[config.mk]
export PLATFORM = sky130hd
export DESIGN_NAME = cpc_bus_initiator
export DESIGN_NICKNAME = d
export VERILOG_FILES = /design/src/rtl/cpc_bus_initiator.sv
export SDC_FILE = /design/constraint.sdc
export NUM_CORES = 1
export LEC_CHECK = 0
export CAP_MARGIN = 15
export CELL_PAD_IN_SITES_DETAIL_PLACEMENT = 1
export CELL_PAD_IN_SITES_GLOBAL_PLACEMENT = 2
export CORE_MARGIN = 5
export CORE_UTILIZATION = 28
export CTS_CLUSTER_SIZE = 25
export DETAILED_ROUTE_END_ITERATION = 7
export MAX_ROUTING_LAYER = met4
export PLACE_DENSITY = 0.9
export SLEW_MARGIN = 10
export SYNTH_ARGS = -nofsm -noshare
export SYNTH_HDL_FRONTEND = slang
export SYNTH_SLANG_ARGS = --single-unit
[constraint.sdc]
create_clock -name clk -period 3.45 [get_ports clk]
set_input_delay 0.345 -clock clk [delete_from_list [all_inputs] [get_ports clk]]
set_output_delay 0.345 -clock clk [all_outputs]
set_load 0.02 [all_outputs]
[src/rtl/cpc_bus_initiator.sv]
// Z80-style CPC expansion-bus cycle generator (mem rd/wr, I/O wr, M1 fetch + refresh), one clk per half T-state.
// Accept->rsp_valid: 6 clk rd/wr, 8 clk I/O and fetch, +2 per wait; cmd_ready only in IDLE or the final half-state.
module cpc_bus_initiator #(
   parameter int MAX_WAIT = 15
) (
   input  logic        clk,
   input  logic        reset,
   input  logic        cmd_valid,
   output logic        cmd_ready,
   input  logic [1:0]  cmd_op,
   input  logic [15:0] cmd_adr,
   input  logic [7:0]  cmd_data,
   input  logic [7:0]  rfsh_hi,
   output logic        rsp_valid,
   output logic [7:0]  rsp_data,
   output logic        rsp_err,
   output logic        cpu_clk,
   output logic [15:0] adr,
   output logic [7:0]  data_out,
   output logic        data_oe,
   input  logic [7:0]  data_in,
   input  logic        ready,
   output logic        mreq_b,
   output logic        iorq_b,
   output logic        rd_b,
   output logic        wr_b,
   output logic        m1_b,
   output logic        rfsh_b
);

   localparam logic [3:0] S_IDLE = 4'd0;
   localparam logic [3:0] S_T1H  = 4'd1;
   localparam logic [3:0] S_T1L  = 4'd2;
   localparam logic [3:0] S_T2H  = 4'd3;
   localparam logic [3:0] S_T2L  = 4'd4;
   localparam logic [3:0] S_TWH  = 4'd5;
   localparam logic [3:0] S_TWL  = 4'd6;
   localparam logic [3:0] S_T3H  = 4'd7;
   localparam logic [3:0] S_T3L  = 4'd8;
   localparam logic [3:0] S_T4H  = 4'd9;
   localparam logic [3:0] S_T4L  = 4'd10;

   localparam logic [1:0] OP_RD = 2'b00;
   localparam logic [1:0] OP_WR = 2'b01;
   localparam logic [1:0] OP_IO = 2'b10;
   localparam logic [1:0] OP_M1 = 2'b11;

   localparam int WW = $clog2(MAX_WAIT + 1);

   logic [3:0]    state, nxt;
   logic [1:0]    op_q, nop;
   logic [WW-1:0] wcnt, nxt_wcnt;
   logic          err_q, nxt_err;
   logic [6:0]    r_cnt;
   logic [7:0]    hi_q;
   logic [7:0]    cap;
   logic          final_st, accept, rsp_fire;
   logic          n_mreq, n_iorq, n_rd, n_wr, n_m1, n_rfsh, n_oe, n_cpu;
   logic          act, wact, pre3;

   assign final_st  = (state == S_T3L && op_q != OP_M1) || state == S_T4L;
   assign cmd_ready = !reset && (state == S_IDLE || final_st);
   assign accept    = cmd_valid && cmd_ready;

   always_comb begin
      nxt      = state;
      nxt_wcnt = wcnt;
      nxt_err  = err_q;
      case (state)
         S_IDLE: nxt = S_IDLE;
         S_T1H:  nxt = S_T1L;
         S_T1L:  nxt = S_T2H;
         S_T2H:  nxt = S_T2L;
         S_T2L: begin
            // I/O always gets one TW that does not count toward the timeout
            if (op_q == OP_IO) begin
               nxt      = S_TWH;
               nxt_wcnt = '0;
            end else if (ready) begin
               nxt = S_T3H;
            end else begin
               nxt      = S_TWH;
               nxt_wcnt = WW'(1);
            end
         end
         S_TWH:  nxt = S_TWL;
         S_TWL: begin
            if (ready) begin
               nxt = S_T3H;
            end else if (wcnt == WW'(MAX_WAIT)) begin
               nxt     = S_T3H;
               nxt_err = 1'b1;
            end else begin
               nxt      = S_TWH;
               nxt_wcnt = wcnt + WW'(1);
            end
         end
         S_T3H:  nxt = S_T3L;
         S_T3L:  nxt = (op_q == OP_M1) ? S_T4H : S_IDLE;
         S_T4H:  nxt = S_T4L;
         S_T4L:  nxt = S_IDLE;
         default: nxt = S_IDLE;
      endcase
      if (accept) begin
         nxt      = S_T1H;
         nxt_wcnt = '0;
         nxt_err  = 1'b0;
      end
   end

   assign nop      = accept ? cmd_op : op_q;
   assign rsp_fire = (nxt == S_T3L && nop != OP_M1) || nxt == S_T4L;

   // Bus pins are decoded from the next state and registered, so they change only on clk.
   always_comb begin
      act    = nxt inside {S_T1L, S_T2H, S_T2L, S_TWH, S_TWL, S_T3H};
      wact   = nxt inside {S_T2L, S_TWH, S_TWL, S_T3H};
      pre3   = nxt inside {S_T1H, S_T1L, S_T2H, S_T2L, S_TWH, S_TWL};
      n_cpu  = nxt inside {S_T1H, S_T2H, S_TWH, S_T3H, S_T4H};
      n_mreq = 1'b1;
      n_iorq = 1'b1;
      n_rd   = 1'b1;
      n_wr   = 1'b1;
      n_m1   = 1'b1;
      n_rfsh = 1'b1;
      n_oe   = 1'b0;
      case (nop)
         OP_RD: begin
            n_mreq = !act;
            n_rd   = !act;
         end
         OP_WR: begin
            n_mreq = !act;
            n_wr   = !wact;
            n_oe   = act || nxt == S_T3L;
         end
         OP_IO: begin
            n_iorq = !(wact || nxt == S_T2H);
            n_wr   = !(wact || nxt == S_T2H);
            n_oe   = act || nxt == S_T3L;
         end
         default: begin
            n_m1   = !pre3;
            n_rd   = !(act && nxt != S_T3H);
            n_mreq = !((act && nxt != S_T3H) || nxt == S_T3L || nxt == S_T4H);
            n_rfsh = !(nxt inside {S_T3H, S_T3L, S_T4H, S_T4L});
         end
      endcase
   end

   always_ff @(posedge clk) begin
      if (reset) begin
         state     <= S_IDLE;
         op_q      <= OP_RD;
         wcnt      <= '0;
         err_q     <= 1'b0;
         r_cnt     <= '0;
         hi_q      <= '0;
         cap       <= '0;
         adr       <= '0;
         data_out  <= '0;
         data_oe   <= 1'b0;
         cpu_clk   <= 1'b0;
         mreq_b    <= 1'b1;
         iorq_b    <= 1'b1;
         rd_b      <= 1'b1;
         wr_b      <= 1'b1;
         m1_b      <= 1'b1;
         rfsh_b    <= 1'b1;
         rsp_valid <= 1'b0;
         rsp_err   <= 1'b0;
         rsp_data  <= '0;
      end else begin
         state     <= nxt;
         op_q      <= nop;
         wcnt      <= nxt_wcnt;
         err_q     <= nxt_err;
         mreq_b    <= n_mreq;
         iorq_b    <= n_iorq;
         rd_b      <= n_rd;
         wr_b      <= n_wr;
         m1_b      <= n_m1;
         rfsh_b    <= n_rfsh;
         data_oe   <= n_oe;
         cpu_clk   <= n_cpu;
         rsp_valid <= rsp_fire;
         rsp_err   <= rsp_fire && nxt_err;
         if (accept) begin
            adr  <= cmd_adr;
            hi_q <= rfsh_hi;
            if (cmd_op == OP_WR || cmd_op == OP_IO) data_out <= cmd_data;
         end else if (op_q == OP_M1 && nxt == S_T3H) begin
            // refresh uses R as it was for this fetch, then R advances (bit 7 stays 0)
            adr   <= {hi_q, 1'b0, r_cnt};
            r_cnt <= r_cnt + 7'd1;
         end
         if (state == S_T3H) cap <= data_in;
         if (state == S_T3H && op_q == OP_RD) rsp_data <= data_in;
         else if (state == S_T4H) rsp_data <= cap;
      end
   end

endmodule

==> results of run 1 <==
layout by cell type (no fill, tap or decap), types with 2 or more instances in the layout:
| cell type | Yosys | layout |
|---|---|---|
| clkbuf_16 | 0 | 9 |
| nand4_1 | 2 | 2 |
| nor3b_1 | 3 | 3 |
| mux2i_1 | 18 | 18 |
| nor4_1 | 3 | 3 |
| or3_1 | 3 | 3 |
| nand3b_1 | 3 | 3 |
| nand3_1 | 13 | 13 |
| o21a_1 | 3 | 3 |
| nand2_1 | 63 | 63 |
| dfxtp_1 | 76 | 76 |
| bufinv_16 | 0 | 3 |
| a211oi_1 | 8 | 8 |
| a22oi_1 | 9 | 9 |
| o211a_1 | 3 | 3 |
| o2111ai_1 | 2 | 2 |
| a21oi_1 | 35 | 35 |
| nor3_1 | 5 | 5 |
| xnor2_1 | 6 | 6 |
| nand2b_1 | 3 | 3 |
| nor4b_1 | 3 | 3 |
| and3_1 | 2 | 2 |
| nor2_1 | 43 | 43 |
| inv_1 | 4 | 4 |
| o21ai_0 | 6 | 6 |
| nand4b_1 | 2 | 2 |
| a311oi_1 | 8 | 8 |
| nor2b_1 | 8 | 8 |
| clkdlybuf4s50_1 | 0 | 87 |
| buf_4 | 0 | 4 |
| o211ai_1 | 3 | 3 |
| ha_1 | 6 | 6 |
| o31ai_1 | 3 | 3 |
| or4_1 | 2 | 2 |
logic make-up (layout without fill, tap and decap cells):
group	count (synthesis)	in the layout	synth area share, %
adders and majority gates	6	6	2.245
and+or+nand+nor	164	164	23.62
muxes	18	18	5.389
DFF	76	76	45.51
AOI/OAI and AO/OA	87	87	17.40
buffers and inverters	31	111	4.004
xor gates and xnor gates	7	7	1.834
worst paths after layout:
kind	end	slack, ns	cells past startpoint
worst max-delay path	rd_b	0.67	7
worst min-delay path	cap[4]	0.46	2
worst max register to register	rd_b	0.67	7
worst min register to register	cap[4]	0.46	2
routing by layer:
metal	track usage, %	vias up	share of wire [%]
li1	-	1523	-
met1	18.62	1525	47
met2	23.98	56	48
met3	2.802	14	2.9
met4	4.345	0	1.4
met5	-	-	0
power by group:
part | switching [mW] | total [mW] | internal, mW
Combinational | 0.165 | 0.317 | 0.152
Clock | 0.366 | 1.07 | 0.705
Sequential | 0.0300 | 0.945 | 0.915
Total | 0.562 | 2.33 | 1.77
per-stage QoR:
| stage | total power [mW] | setup slack, ns |
|---|---|---|
| after floorplan | 1.132 | 0.7322 |
| after global placement | 1.275 | 0.5366 |
| after detailed placement | 1.282 | 0.4783 |
| after CTS | 2.363 | 0.6770 |
| after global routing | 2.435 | 0.5324 |
| final | 2.333 | 0.6706 |
layout make-up:
class	count	share of cell area (%)
multi-input combinational	282	36.28
sequential	76	32.71
timing repair buffer	92	19.47
clock buffer	9	4.841
tap	147	3.954
clock inverter	6	2.421
inverter	4	0.3228
flip-flops by register name, summed over array words and instances, names as in the netlist, 2 cells and up:
name	count
hi_q	8
adr	16
cap	8
op_q	2
r_cnt	7
wcnt	4
state	4
rsp_data	8
data_out	8
cells in the mapped netlist, drive strengths merged, types with 6 or more instances:
library cell / number
a211oi: 8
a21oi: 35
a22oi: 9
a311oi: 8
buf: 10
clkbuf: 17
dfxtp: 76
ha: 6
mux2i: 18
nand2: 63
nand3: 13
nor2: 43
nor2b: 8
o21ai: 6
xnor2: 6
worst register-to-register path: cells and delay by family (launching register included):
kind            cells  cell delay [ns]
simple gates        3             1.21
mux                 1             0.45
flops               1             0.44
fa+ha+maj           1             0.26
compound gates      1             0.17
buf+inv             1             0.15
==> impl_metrics.tcl, run 1 <==
set metrics [dict create \
    finClkSkew_ns 0.007999 \
    worstSetupPathType "flip-flop to flip-flop" \
    grt_pass1_wl_um 16800 \
    status "complete, no violations" \
    drcViolationCount 0 \
    synth_top_cell_area_share_pct 45.51 \
    drt_iter0_drc 155 \
    hp-class "flip-flop to flip-flop" \
    cts_setup_buffers 0 \
    die_h_um 119.3 \
    viasPerCell 5.062 \
    drv_slew 0 \
    netlist_area_mm2 0.003343 \
    fin_cells 616 \
    cts_sinks 76 \
    gp_congestion 0.8669 \
    cpPeakStageDelay_ns 0.61 \
    yosys_most_used_dff "dfxtp_1" \
    syn_area_per_cell_um2 8.594 \
    initial_core_util_pct 28.19 \
    dieArea_mm2 0.01423 \
    clock_latency_ns 0.33 \
    layout_min_cycle_time_ns 2.779 \
    placed_cells 601 \
    cp-startpoint "state[0]" \
    cts_made_buffers 9 \
    tightest_slew_ns 0.8607 \
    cts_root_buf "clkbuf_16" \
    dr_total_vias 3118 \
    finalNetCount 517 \
    cp-end-kind "flip-flop" \
    grt_max_degree 73 \
    rows 40 \
    start_kind "flip-flop" \
    seq_area_frac_synth_pct 45.51 \
    setup_violations 0 \
    dp_hpwl_um 7006 \
    ys_ff_latch 76 \
    grt_pass1_vias 3299 \
    fin_area_mm2 0.004652 \
    syn_inst 389 \
    final-hold-violation-count 0 \
    rsz0062_at_grt "false" \
    fp.dieW_um 119.3 \
    multi_input_area_mm2 0.001688 \
    ctsLongestPathBuffers 2 \
    slowest_stage "or4b_4" \
    synth_nets 441 \
    synth_area_leaders "dfxtp_1 46%, nand2_1 7.1%, mux2i_1 5.4%" \
    final_layout_size_suffix_gt1_share_pct 5.544 \
    dr.pass1.iters 4 \
    fin_hold_ws_ns 0.4568 \
    tritoncts "built" \
    post_drt_wl_per_cell_um 16.21 \
    cts_hold_buf 0 \
    synth_top_area_cell "dfxtp_1" \
    drv_cap 0 \
    async_reset_ff_share_pct 0 \
    final_core_util_pct 39.22 \
    peakVddDrop_uv 252.5 \
    nFillCells 1413 \
    yosysWarnings 0 \
    r2r_start "state[0]" \
    coreArea_mm2 0.01186 \
    crit_family "simple AND/OR/NAND/NOR gates" \
    placed_area_mm2 0.004314 \
    ys_types 48 \
    path_buf_inv 1 \
    period_share_pct 80.56 \
    hold_path.startpoint "cap[4]" \
    wirelength_um 9986 \
    required_ns 3.67 \
    cts.clk_slew.worst_paths_ns 0.06 \
    cp_max_fo 14 \
    slew_headroom_pct 42.01 \
    ant_nets 0 \
    placement.io_buffers 88 \
    grt_usage_pct 14.74 \
    seq_area_mm2 0.001521 \
    power_density_mw_per_mm2 501.6 \
    p_leak_nw 1.684 \
    h-tree-depth 3 \
    antennaDiodeCount 0 \
    fmax_mhz 359.8 \
    grt_antenna_before_repair 0 \
    grt-ovfl-total 0 \
    cts_resized 0 \
    num_io_pins 89 \
    path_cells "or4b_4 -> nor3b_4 -> mux2i_1 -> inv_1 -> ha_1 -> or3_1 -> o32a_1" \
    area_growth_pct 39.15 \
    arrival_ns 3.00 \
    synth_edf_count 0 \
    tns_ns 0 \
]
Note: power is estimated with default switching activity, not from simulation.
==> run 2: changes to the inputs <==
- CORE_UTILIZATION: 28 -> 25
- PLACE_DENSITY: 0.9 -> 0.86
- clock period: 3.45 -> 2.3 ns (I/O delays scaled with it)
==> run 2 against run 1 <==
  * The flow now finishes with violations (negative setup slack)
  * Non-clock buffer count is 34 higher
  * Sequential share of layout area is 2.3 points lower
  * Die area increased by 11%
  * Clock skew down 0.0026 ns
  * Count of clock-buffer cells in the layout is 3 higher
  * Maximum frequency grew 15%
  * Sequential power grew 48%
  * First-iteration DRC count down 15%
  * Critical path type unchanged
  * Critical endpoint unchanged
==> impl_metrics.tcl, run 2 (same netlist as run 1, synthesis figures left out) <==
set metrics [dict create \
    status "finished with violations" \
    violations "negative setup slack" \
    cts.clk_slew.worst_paths_ns 0.06 \
    slew_headroom_pct 46.36 \
    placed_cells 656 \
    p_sw_mw 0.8602 \
    hold-path-endpoint "adr[7]" \
    drt_iter0_drc 131 \
    rows 42 \
    dp_hpwl_um 7488 \
    clkPwrFrac_pct 40.2 \
    area_growth_pct 49.70 \
    cp-end-kind "flip-flop" \
    finClkSkew_ns 0.005413 \
    die_h_um 125.6 \
    dp_slack_ns -0.4375 \
    tightest_slew_ns 0.8046 \
    clock_latency_ns 0.33 \
    grt_antenna_before_repair 0 \
    grt_pass1_vias 3345 \
    worstSetupPathType "flip-flop to flip-flop" \
    cts_made_buffers 9 \
    drv_slew 0 \
    r2r_start "state[0]" \
    crit_family "simple AND/OR/NAND/NOR gates" \
    combPwrFrac_pct 18.1 \
    reg2reg_slack_ns -0.11 \
    switching_share_pct 25.65 \
    final-hold-violation-count 0 \
    dr_total_vias 3233 \
    p_seq_share_pct 41.7 \
    r2r_end "rd_b" \
    cpPeakStageDelay_ns 0.55 \
    setup_violations 8 \
    finalNetCount 551 \
    fin_area_mm2 0.005005 \
    placement.io_buffers 88 \
    wirelength_um 10520 \
    layout_min_cycle_time_ns 2.410 \
    initial_core_util_pct 25.35 \
    p_leak_nw 1.863 \
    start_kind "flip-flop" \
    path_cells "or4b_4 -> nor3b_4 -> mux2i_4 -> ha_4 -> or3_1 -> o32a_1" \
    fmax_mhz 414.9 \
    post_drt_wl_per_cell_um 15.47 \
    internal_power_mw 2.493 \
    total_power_mw 3.354 \
    period_share_pct 104.8 \
    cp_max_fo 3 \
    arrival_ns 2.62 \
    drcViolationCount 0 \
    hold_path.startpoint "cmd_adr[7]" \
    h-tree-depth 3 \
    fp.dieW_um 125.6 \
    fin_ws_ns -0.1103 \
    whs_path_depth 3 \
    largest_reg_flops 16 \
    viasPerCell 4.754 \
    fin_cells 680 \
    tritoncts "built" \
    slowest_stage "or4b_4" \
    rsz0062_at_grt "true" \
    largest_register "adr" \
    dieArea_mm2 0.01579 \
    placed_area_mm2 0.004561 \
    coreArea_mm2 0.01319 \
    grt_max_degree 73 \
    peakVddDrop_uv 401.9 \
    hp-class "input port to flip-flop" \
    path_buf_inv 0 \
    antennaDiodeCount 0 \
    dr.pass1.iters 4 \
    rr_worst_depth 6 \
    met1_length_um 4683 \
    num_io_pins 89 \
    wl_met3_um 383 \
    final_common_cell "clkdlybuf4s50_1" \
    ctsLongestPathBuffers 2 \
    wl_met2_um 5306 \
    grt_pass1_wl_um 16720 \
    gp_congestion 0.7873 \
    cts_sinks 76 \
    drv_cap 0 \
    required_ns 2.51 \
    routed.top_layer "met4" \
    grt_usage_pct 13.45 \
    final_layout_size_suffix_gt1_share_pct 13.89 \
    cts_root_buf "clkbuf_16" \
    final_cell_mix "86 x clkdlybuf4s50_1, 74 x dfxtp_1, 63 x nand2_1, 43 x nor2_1" \
    power_density_mw_per_mm2 670.1 \
    ant_nets 0 \
    grt-ovfl-total 0 \
]
run 2: changes by cell type in the layout (fill, tap and decap cells not counted), sizes merged:
cell | before | now
inv | 5 | 4
clkdlybuf4s50 | 87 | 86
clkinv | 2 | 3
bufinv | 3 | 0
buf | 5 | 38
bufbuf | 0 | 1
clkinvlp | 0 | 1
dlymetal6s2s | 0 | 1
clkbuf | 9 | 12
run 2: layer usage:
| metal | global-route usage (%) | vias up |
|---|---|---|
| met5 | - | - |
| met4 | 3.699 | 0 |
| met3 | 3.810 | 11 |
| met2 | 22.94 | 54 |
| met1 | 15.51 | 1578 |
| li1 | - | 1590 |
run 2: power groups by stage:
| stage | logic (mW) | clock network (mW) | registers (mW) |
|---|---|---|---|
| final | 0.605 | 1.35 | 1.40 |
| after global routing | 0.650 | 1.45 | 1.40 |
| after CTS | 0.588 | 1.40 | 1.40 |
| after detailed placement | 0.551 | 0 | 1.43 |
| after global placement | 0.540 | 0 | 1.43 |
| after floorplan | 0.229 | 0 | 1.48 |
run 2: layout make-up:
| cell class | count | area, um2 |
|---|---|---|
| sequential | 76 | 1524 |
| multi-input combinational | 282 | 1752 |
| timing repair buffer | 126 | 1205 |
| inverter | 4 | 15.01 |
| tap | 176 | 220.2 |
| clock buffer | 12 | 266.5 |
| clock inverter | 4 | 22.52 |
| fill | 1530 | 8185 |
run 2: how the worst max path moves through the flow:
stage / start / to / slack, ns / cells after the start
global placement: cmd_valid / rd_b / -0.39 / 8
finish: state[0] / rd_b / -0.11 / 6
detailed placement: cmd_valid / m1_b / -0.44 / 9
global route: state[0] / rd_b / -0.16 / 6
CTS: state[2] / rd_b / -0.11 / 7
floorplan: state[2] / rd_b / -0.20 / 8
run 2: timing repair:
action	in CTS	in global routing
gates cloned	1	0
hold buffers	0	0
pin swaps	5	6
resized for setup	10	7
setup buffers	5	2
endpoints found under the setup margin	7	10
run 2: worst reg2reg max path, delay by kind of cell, from the launching register on:
family | cells | cell delay, ns
AO/OA/AOI/OAI | 1 | 0.17
adder cells (fa/ha/maj) | 1 | 0.24
AND/OR/NAND/NOR | 3 | 1.22
flip-flops | 1 | 0.32
multiplexers | 1 | 0.35
run 2: per-stage QoR:
step / hold slack, ns / TNS [ns] / utilization, %
final: 0.4441 / -0.4190 / 37.94
after floorplan: 0.3660 / -0.2777 / -
after detailed placement: 0.4470 / -5.937 / 34.58
after global routing: 0.4606 / -1.087 / 37.94
after global placement: 0.4434 / -4.652 / 34.58
after CTS: 0.4267 / -0.3975 / 37.52
==> run 3: changes to the inputs <==
- CORE_MARGIN: 5 -> unset
==> run 3 against run 2 <==
  * The run still ends with negative setup slack left
  * Critical path depth grew 2
  * Non-clock buffer count fell by 4
  * Maximum frequency is 2.8% higher
  * Die area decreased by 12%
  * Routed wire length decreased by 3.4%
  * Critical endpoint unchanged
  * Highest routed layer unchanged
==> impl_metrics.tcl, run 3 (same netlist as run 1, synthesis figures left out) <==
set metrics [dict create \
    required_ns 2.52 \
    cp-end-kind "flip-flop" \
    arrival_ns 2.57 \
    dr.pass1.iters 4 \
    finalNetCount 547 \
    placement.io_buffers 88 \
    rows 41 \
    grt_pass1_wl_um 16890 \
    switching_share_pct 25.30 \
    tightest_slew_ns 0.7643 \
    grt_antenna_before_repair 0 \
    status "finished with violations" \
    clock_latency_ns 0.34 \
    dr_total_vias 3189 \
    largest_register "adr" \
    layout_min_cycle_time_ns 2.344 \
    dp_slack_ns -0.4383 \
    area_growth_pct 48.20 \
    p_leak_nw 1.823 \
    drv_slew 0 \
    ctsLongestPathBuffers 2 \
    setup_violations 1 \
    clkPwrFrac_pct 41.6 \
    final_cell_mix "86 x clkdlybuf4s50_1, 75 x dfxtp_1, 63 x nand2_1, 43 x nor2_1, 34 x a21oi_1" \
    grt_usage_pct 15.63 \
    antennaDiodeCount 0 \
    cts_sinks 76 \
    fmax_mhz 426.5 \
    final_layout_size_suffix_gt1_share_pct 12.60 \
    fin_area_mm2 0.004955 \
    cts_made_buffers 9 \
    rsz0062_at_grt "true" \
    wirelength_um 10160 \
    largest_reg_flops 16 \
    die_h_um 117.6 \
    coreArea_mm2 0.01282 \
    viasPerCell 4.746 \
    peakVddDrop_uv 264.8 \
    grt_max_degree 72 \
    slowest_stage "or4b_4" \
    cts_root_buf "clkbuf_16" \
    tritoncts "built" \
    drv_cap 0 \
    p_sw_mw 0.8567 \
    worstSetupPathType "flip-flop to flip-flop" \
    power_density_mw_per_mm2 683.5 \
    internal_power_mw 2.530 \
    combPwrFrac_pct 17.1 \
    placed_area_mm2 0.004568 \
    violations "negative setup slack" \
    grt_pass1_vias 3379 \
    fin_ws_ns -0.04443 \
    post_drt_wl_per_cell_um 15.12 \
    cp_max_fo 4 \
    drcViolationCount 0 \
    cts.clk_slew.worst_paths_ns 0.06 \
    initial_core_util_pct 26.07 \
    hp-class "input port to flip-flop" \
    num_io_pins 89 \
    dp_hpwl_um 7171 \
    cts_hold_buf 0 \
    final-hold-violation-count 0 \
    final_common_cell "clkdlybuf4s50_1" \
    fp.dieW_um 117.6 \
    finClkSkew_ns 0.007821 \
    cpPeakStageDelay_ns 0.53 \
    period_share_pct 101.9 \
    total_power_mw 3.386 \
    gp_congestion 0.8244 \
    path_cells "or4b_4 -> nor3b_4 -> buf_4 -> mux2i_4 -> inv_2 -> ha_4 -> or3_1 -> o32a_1" \
    h-tree-depth 3 \
    grt-ovfl-total 0 \
    p_seq_share_pct 41.3 \
    slew_headroom_pct 49.04 \
    dieArea_mm2 0.01384 \
    start_kind "flip-flop" \
    ant_nets 0 \
    drt_iter0_drc 162 \
]
[run 3: cell types whose count changed in the layout (fill, tap and decap cells not counted), moves of 2 or more]
cell | before | now
clkbuf_8 | 3 | 1
buf_4 | 35 | 29
clkbuf_1 | 0 | 2
buf_6 | 1 | 3
[run 3: per-stage QoR]
| stage | util, % | TNS (ns) | cells | hold slack [ns] |
|---|---|---|---|---|
| after floorplan | - | -0.2777 | 389 | 0.3660 |
| after global placement | 35.62 | -5.056 | 652 | 0.4410 |
| after detailed placement | 35.62 | -5.625 | 652 | 0.4496 |
| after CTS | 38.24 | -0.1341 | 671 | 0.4294 |
| after global routing | 38.63 | -0.2735 | 672 | 0.4445 |
| final | 38.63 | -0.04443 | 672 | 0.4432 |
[run 3: worst max-delay path, delay by kind of cell (launching register included)]
kind            cells  cell delay [ns]
simple gates        3             1.08
flops               1             0.31
mux                 1             0.26
buf+inv             2             0.25
fa+ha+maj           1             0.18
compound gates      1             0.16
[run 3: what timing repair did]
action / CTS / global route
pin swaps: 4 / 3
gates resized for setup: 8 / 10
setup endpoints to repair: 8 / 9
setup buffers: 3 / 2
[run 3: final timing paths]
kind / from / endpoint / slack [ns] / cells past startpoint
max: state[0] / rd_b / -0.04 / 8
min: rfsh_hi[2] / hi_q[2] / 0.44 / 3
max reg2reg: state[0] / rd_b / -0.04 / 8
min reg2reg: cap[4] / cap[4] / 0.45 / 2
[run 3: routing by layer]
| metal | part of all wire [%] | track usage [%] | up-vias |
|---|---|---|---|
| met3 | 2.8 | 2.665 | 14 |
| met1 | 45 | 17.96 | 1534 |
| met4 | 1.8 | 6.971 | 0 |
| li1 | - | - | 1582 |
| met2 | 50 | 26.58 | 59 |
| met5 | 0 | - | - |
[run 3: power groups by stage]
stage	sequential, mW	combinational [mW]	clock (mW)
floorplan	1.48	0.229	0
global placement	1.43	0.538	0
detailed placement	1.43	0.549	0
CTS	1.40	0.563	1.45
global route	1.40	0.626	1.51
finish	1.40	0.580	1.41
[run 3: layout make-up]
type / count / area (um2)
fill: 1528 / 7870
timing repair buffer: 122 / 1166
inverter: 4 / 15.01
tap: 172 / 215.2
multi-input combinational: 282 / 1740
sequential: 76 / 1523
clock buffer: 12 / 246.5
clock inverter: 4 / 48.80
